==> src/rtl/seq_pkg.sv <==
// Shared types and default sizing for the word-to-bit serializer.
package seq_pkg;

    localparam int unsigned DefWidth = 8;
    localparam int unsigned DefDepth = 4;

    typedef enum logic [0:0] {
        StIdle,
        StShift
    } seq_state_e;

endpackage

==> src/rtl/seq_serializer_if.sv <==
// Word-in / bit-out bundle between a word producer and the serializer.
interface seq_serializer_if #(
    parameter int unsigned WIDTH = seq_pkg::DefWidth,
    parameter int unsigned DEPTH = seq_pkg::DefDepth
);
    logic [WIDTH-1:0]             word_in;
    logic                         word_valid;
    logic                         word_ready;
    logic                         bit_out;
    logic                         bit_valid;
    logic                         busy;
    logic [$clog2(DEPTH+1)-1:0]   fifo_level;

    modport master (
        output word_in,
        output word_valid,
        input  word_ready,
        input  bit_out,
        input  bit_valid,
        input  busy,
        input  fifo_level
    );

    modport slave (
        input  word_in,
        input  word_valid,
        output word_ready,
        output bit_out,
        output bit_valid,
        output busy,
        output fifo_level
    );
endinterface

==> src/rtl/seq_fifo.sv <==
// Synchronous word FIFO; pointers carry one extra wrap bit so full and empty differ.
module seq_fifo import seq_pkg::*; #(
    parameter int unsigned WIDTH = DefWidth,
    parameter int unsigned DEPTH = DefDepth
) (
    input  logic                       clk,
    input  logic                       rst,
    input  logic                       push,
    input  logic [WIDTH-1:0]           wdata,
    input  logic                       pop,
    output logic [WIDTH-1:0]           rdata,
    output logic                       full,
    output logic                       empty,
    output logic [$clog2(DEPTH+1)-1:0] level
);
    localparam int unsigned AW   = $clog2(DEPTH);
    localparam int unsigned PW   = AW + 1;
    localparam int unsigned LvlW = $clog2(DEPTH + 1);
    localparam logic [AW:0] PtrOne = PW'(1);

    logic [AW:0]      wptr_q, rptr_q;
    logic [WIDTH-1:0] mem_q [DEPTH];
    logic             wr_en, rd_en;

    // A push while full is refused even if a pop happens on the same edge.
    assign wr_en = push & ~full & ~rst;
    assign rd_en = pop & ~empty & ~rst;

    always_ff @(posedge clk) begin
        if (rst) begin
            wptr_q <= '0;
            rptr_q <= '0;
        end else begin
            if (wr_en) wptr_q <= wptr_q + PtrOne;
            if (rd_en) rptr_q <= rptr_q + PtrOne;
        end
    end

    always_ff @(posedge clk) begin
        if (wr_en) mem_q[wptr_q[AW-1:0]] <= wdata;
    end

    assign rdata = mem_q[rptr_q[AW-1:0]];
    assign empty = (wptr_q == rptr_q);
    assign full  = (wptr_q[AW] != rptr_q[AW]) && (wptr_q[AW-1:0] == rptr_q[AW-1:0]);
    assign level = LvlW'(wptr_q - rptr_q);

endmodule

==> src/rtl/seq_serializer.sv <==
// Queues parallel words and shifts them out MSB first, one registered bit per cycle,
// reloading from the FIFO on the last bit so consecutive words stream without a gap.
module seq_serializer import seq_pkg::*; #(
    parameter int unsigned WIDTH = DefWidth,
    parameter int unsigned DEPTH = DefDepth
) (
    input  logic             clk,
    input  logic             rst,
    seq_serializer_if.slave  bus
);
    localparam int unsigned IdxW = $clog2(WIDTH);
    localparam logic [IdxW-1:0] IdxLast = IdxW'(WIDTH - 1);
    localparam logic [IdxW-1:0] IdxOne  = IdxW'(1);

    seq_state_e       state_q, state_d;
    logic [IdxW-1:0]  idx_q, idx_d;
    logic [WIDTH-1:0] shreg_q, shreg_d;
    logic             bit_out_q, bit_out_d;
    logic             bit_valid_q, bit_valid_d;
    logic             busy_q, busy_d;

    logic             fifo_pop;
    logic             fifo_full;
    logic             fifo_empty;
    logic [WIDTH-1:0] fifo_rdata;

    seq_fifo #(
        .WIDTH (WIDTH),
        .DEPTH (DEPTH)
    ) u_fifo (
        .clk   (clk),
        .rst   (rst),
        .push  (bus.word_valid),
        .wdata (bus.word_in),
        .pop   (fifo_pop),
        .rdata (fifo_rdata),
        .full  (fifo_full),
        .empty (fifo_empty),
        .level (bus.fifo_level)
    );

    always_comb begin
        state_d     = state_q;
        idx_d       = idx_q;
        shreg_d     = shreg_q;
        bit_out_d   = 1'b0;
        bit_valid_d = 1'b0;
        fifo_pop    = 1'b0;

        unique case (state_q)
            StIdle: begin
                if (!fifo_empty) begin
                    fifo_pop = 1'b1;
                    shreg_d  = fifo_rdata;
                    idx_d    = '0;
                    state_d  = StShift;
                end
            end
            StShift: begin
                bit_out_d   = shreg_q[WIDTH-1];
                bit_valid_d = 1'b1;
                if (idx_q == IdxLast) begin
                    idx_d = '0;
                    if (!fifo_empty) begin
                        fifo_pop = 1'b1;
                        shreg_d  = fifo_rdata;
                    end else begin
                        state_d = StIdle;
                    end
                end else begin
                    idx_d   = idx_q + IdxOne;
                    shreg_d = shreg_q << 1;
                end
            end
            default: state_d = StIdle;
        endcase

        busy_d = (state_d == StShift);
    end

    always_ff @(posedge clk) begin
        if (rst) begin
            state_q     <= StIdle;
            idx_q       <= '0;
            shreg_q     <= '0;
            bit_out_q   <= 1'b0;
            bit_valid_q <= 1'b0;
            busy_q      <= 1'b0;
        end else begin
            state_q     <= state_d;
            idx_q       <= idx_d;
            shreg_q     <= shreg_d;
            bit_out_q   <= bit_out_d;
            bit_valid_q <= bit_valid_d;
            busy_q      <= busy_d;
        end
    end

    assign bus.word_ready = ~fifo_full;
    assign bus.bit_out    = bit_out_q;
    assign bus.bit_valid  = bit_valid_q;
    assign bus.busy       = busy_q;

endmodule

==> src/flat_wrapper.sv <==
// flat-port wrapper written by rule: the top's interface ports become plain ports
module seq_serializer_flat import seq_pkg::*;
#(
    parameter int unsigned WIDTH = DefWidth,
    parameter int unsigned DEPTH = DefDepth
)
  (clk, rst, bus_word_in, bus_word_valid, bus_word_ready, bus_bit_out, bus_bit_valid, bus_busy, bus_fifo_level);
  seq_serializer_if #(.WIDTH(WIDTH), .DEPTH(DEPTH)) bus_i ();
  input  logic clk;
  input  logic rst;
  input wire logic [$bits(bus_i.word_in)-1:0] bus_word_in;
  input wire logic [$bits(bus_i.word_valid)-1:0] bus_word_valid;
  output wire logic [$bits(bus_i.word_ready)-1:0] bus_word_ready;
  output wire logic [$bits(bus_i.bit_out)-1:0] bus_bit_out;
  output wire logic [$bits(bus_i.bit_valid)-1:0] bus_bit_valid;
  output wire logic [$bits(bus_i.busy)-1:0] bus_busy;
  output wire logic [$bits(bus_i.fifo_level)-1:0] bus_fifo_level;
  assign bus_i.word_in = bus_word_in;
  assign bus_i.word_valid = bus_word_valid;
  assign bus_word_ready = bus_i.word_ready;
  assign bus_bit_out = bus_i.bit_out;
  assign bus_bit_valid = bus_i.bit_valid;
  assign bus_busy = bus_i.busy;
  assign bus_fifo_level = bus_i.fifo_level;
  seq_serializer #(.WIDTH(WIDTH), .DEPTH(DEPTH)) u_core (.clk(clk), .rst(rst), .bus(bus_i));
endmodule
==> config.mk <==
export PLATFORM = sky130hd
export DESIGN_NAME = seq_serializer_flat
export DESIGN_NICKNAME = d
export VERILOG_FILES = /design/src/rtl/seq_pkg.sv /design/src/rtl/seq_serializer_if.sv /design/src/rtl/seq_fifo.sv /design/src/rtl/seq_serializer.sv /design/src/flat_wrapper.sv
export SDC_FILE = /design/constraint.sdc
export NUM_CORES = 1
export LEC_CHECK = 0
export ABC_AREA = 1
export BUFFER_PORTS_ARGS = -buffer_cell sky130_fd_sc_hd__buf_4
export CORE_MARGIN = 2
export CORE_UTILIZATION = 63
export CTS_CLUSTER_DIAMETER = 120
export DETAILED_ROUTE_END_ITERATION = 6
export GPL_ROUTABILITY_DRIVEN = 0
export PLACE_DENSITY = 0.83
export SLEW_MARGIN = 30
export SYNTH_ARGS = -nofsm -noshare
export SYNTH_HDL_FRONTEND = slang
export SYNTH_SLANG_ARGS = --single-unit
==> constraint.sdc <==
create_clock -name clk -period 4.5 [get_ports clk]
set_input_delay 0.45 -clock clk [delete_from_list [all_inputs] [get_ports clk]]
set_output_delay 0.45 -clock clk [all_outputs]
set_load 0.02 [all_outputs]
==> flow_summary.toml <==
[power]
cellLeakagePower_uw = 0.00110
ir_drop_v = 0.000284
p_per_area_nw_per_um2 = 520

[floorplan]
io-pin-count = 18
die_w_um = 65.0
die_h_um = 65.0
start_util = 0.649
dieArea_um2 = 4220
design.core.area_um2 = 3610
num_rows = 22

[routing]
antenna_left = 0
dr.pass1.iters = 4
drt_wl_total_mm = 4.12
via_per_inst = 5.08
drt_iter0_markers = 98
vias = 1530
drcViolationCount = 0
wl_per_cell_um = 13.7

[synth]
yosys_warnings = 0
synth.most_common_cell = "nand2_1"
syn_area_um2 = 2340
synth_nets = 255
yosysSeqAreaShare = 0.599
synth_area_leaders = "edfxtp_1, dfxtp_1, nand2_1, ha_1, nor2_1"
yosys.area.top_type = "edfxtp_1"
synth-seq-cells = 54
synthFlopType = "edfxtp_1"
ys_top_cells_by_count = "nand2_1, edfxtp_1, nor2_1, inv_1, dfxtp_1"
syn_avg_cell_area_um2 = 10.0
synthCells = 234
yosys.area.top_type_share = 0.410
async_flop_share = 0
ys_types = 23
synth_edf_count = 32

[setup_path]
start_kind = "register"
end_kind = "output pin"
cp.required_ns = 4.05
critical_path.max_fanout = 4
cp.arrival_ns = 1.72
crit_type = "register to output pin"

[clock_tree]
cts_buffers = 5
clkTransAtPathRegs_ns = 0.10
cts_resized = 0
worst_skew_pair.late_latency_ns = 0.31
h-tree-depth = 2
cts_hold_buf = 0
cts.sinks = 54
cts-root-buf = "clkbuf_8"
cts_tree = "built"
cts_setup_buffers = 0
clock_path_buffers = 2

[timing]
finalCriticalPeriod_ns = 2.17
grt_setup_unrepaired = "false"
hold_viol_final = 0
slew_viol_final = 0
skew_ns = 0.00637
worstMarginPinSlew_ns = 0.706
max-slew-margin-rel = 0.529
fmax_mhz = 460
hold_ws_ns = 0.343
timing.final.crit_share = 0.483
final.setup.tns_ns = 0
setup_viol = 0

[placed_design]
dp_hpwl_mm = 3.02
portBuffers = 17

[global_routing]
grt-ovfl-total = 0
grt_max_degree = 26
grtUsageTotal = 0.223
antenna_found_initial = 0
grt_pass1_wl_mm = 6.69
grt_pass1_vias = 1398

[cells_and_area]
layout.nets = 273
antenna_cells_inserted = 0
syn_to_final_growth_pct = 11.4
drive_gt1_frac = 0.150

[run_status]
status = "complete, no violations"

[min_path]
hold_path.class = "input pin to register"

[job]
max-cap-violations = 0
## cell families after synthesis
| kind of cell | after synthesis | share of synthesized area |
|---|---|---|
| AO/OA/AOI/OAI | 40 | 0.0887 |
| buffers and inverters | 34 | 0.0604 |
| XOR/XNOR | 3 | 0.0112 |
| adder cells (fa/ha/maj) | 10 | 0.0567 |
| flip-flops | 54 | 0.599 |
| AND/OR/NAND/NOR | 93 | 0.184 |
## routing by layer
metal  track usage  share of wire  vias up
li1              -              -      805
met1         0.314           0.50      685
met2         0.326           0.45       29
met3        0.0729          0.040       11
met4        0.0745          0.017        0
met5             0              0        -
## path summary, 6_finish.rpt
path | depth (start not counted) | from | to | slack, ns
setup / recovery | 5 | u_core.u_fifo.wptr_q[0] | bus_fifo_level[2] | 2.33
hold / removal | 1 | bus_word_in[6] | u_core.u_fifo.mem_q[3][6] | 0.34
setup reg to reg | 7 | u_core.u_fifo.wptr_q[0] | u_core.u_fifo.mem_q[1][3] | 2.45
hold reg to reg | 1 | u_core.idx_q[0] | u_core.idx_q[0] | 0.47
## through the flow
step            util  total power (uW)  area [um2]  cells  setup WS (ns)
3_3_place_gp   0.691              1030        2490    293           2.51
5_1_grt        0.723              1450        2610    301           2.22
2_1_floorplan      -               941        2340    234           2.57
4_1_cts        0.723              1360        2610    301           2.32
3_5_place_dp   0.691              1040        2490    293           2.45
6_report       0.723              1360        2610    301           2.33
## placed cells by master, fill, tap and decap left out, types with 2 or more instances in the layout
cell type	count
or2_1	2
o21ai_1	4
inv_1	27
a21oi_1	16
ha_1	9
nand2_4	4
nor2_1	28
clkbuf_8	5
nand3_1	17
buf_4	17
o21ai_0	18
edfxtp_1	32
nand2_2	3
nand2_1	35
xor2_1	3
a21oi_2	2
dfxtp_1	22
## sequential cells by signal, indices dropped and copies added, names as in the netlist, named ones only
name and cells:
u_core.idx_q 3, u_core.u_fifo.mem_q 32, u_core.bus.bit_valid 1, u_core.bus.bit_out 1
u_core.u_fifo.wptr_q 3, u_core.bus.busy 1, u_core.shreg_q 8, u_core.u_fifo.rptr_q 3
## critical path, stage by stage, from the launching register on
cell     delay, ns
dfxtp_1       0.38
inv_1         0.11
ha_1          0.22
fa_1          0.38
xor2_1        0.17
buf_4         0.15
## where the power goes
group,leakage [uW],internal [uW],switching [uW]
combinational,0.000575,142,240
sequential,0.000471,588,60.8
clock,0.0000587,169,157
total,0.00110,899,458
## final cells by class
cell class	count	area, um2
clock inverter	3	47.5
sequential	54	1400
inverter	28	105
tap	48	60.1
timing repair buffer	17	128
multi-input combinational	146	798
fill	258	997
clock buffer	5	68.8
(Power assumes the default switching activity.)
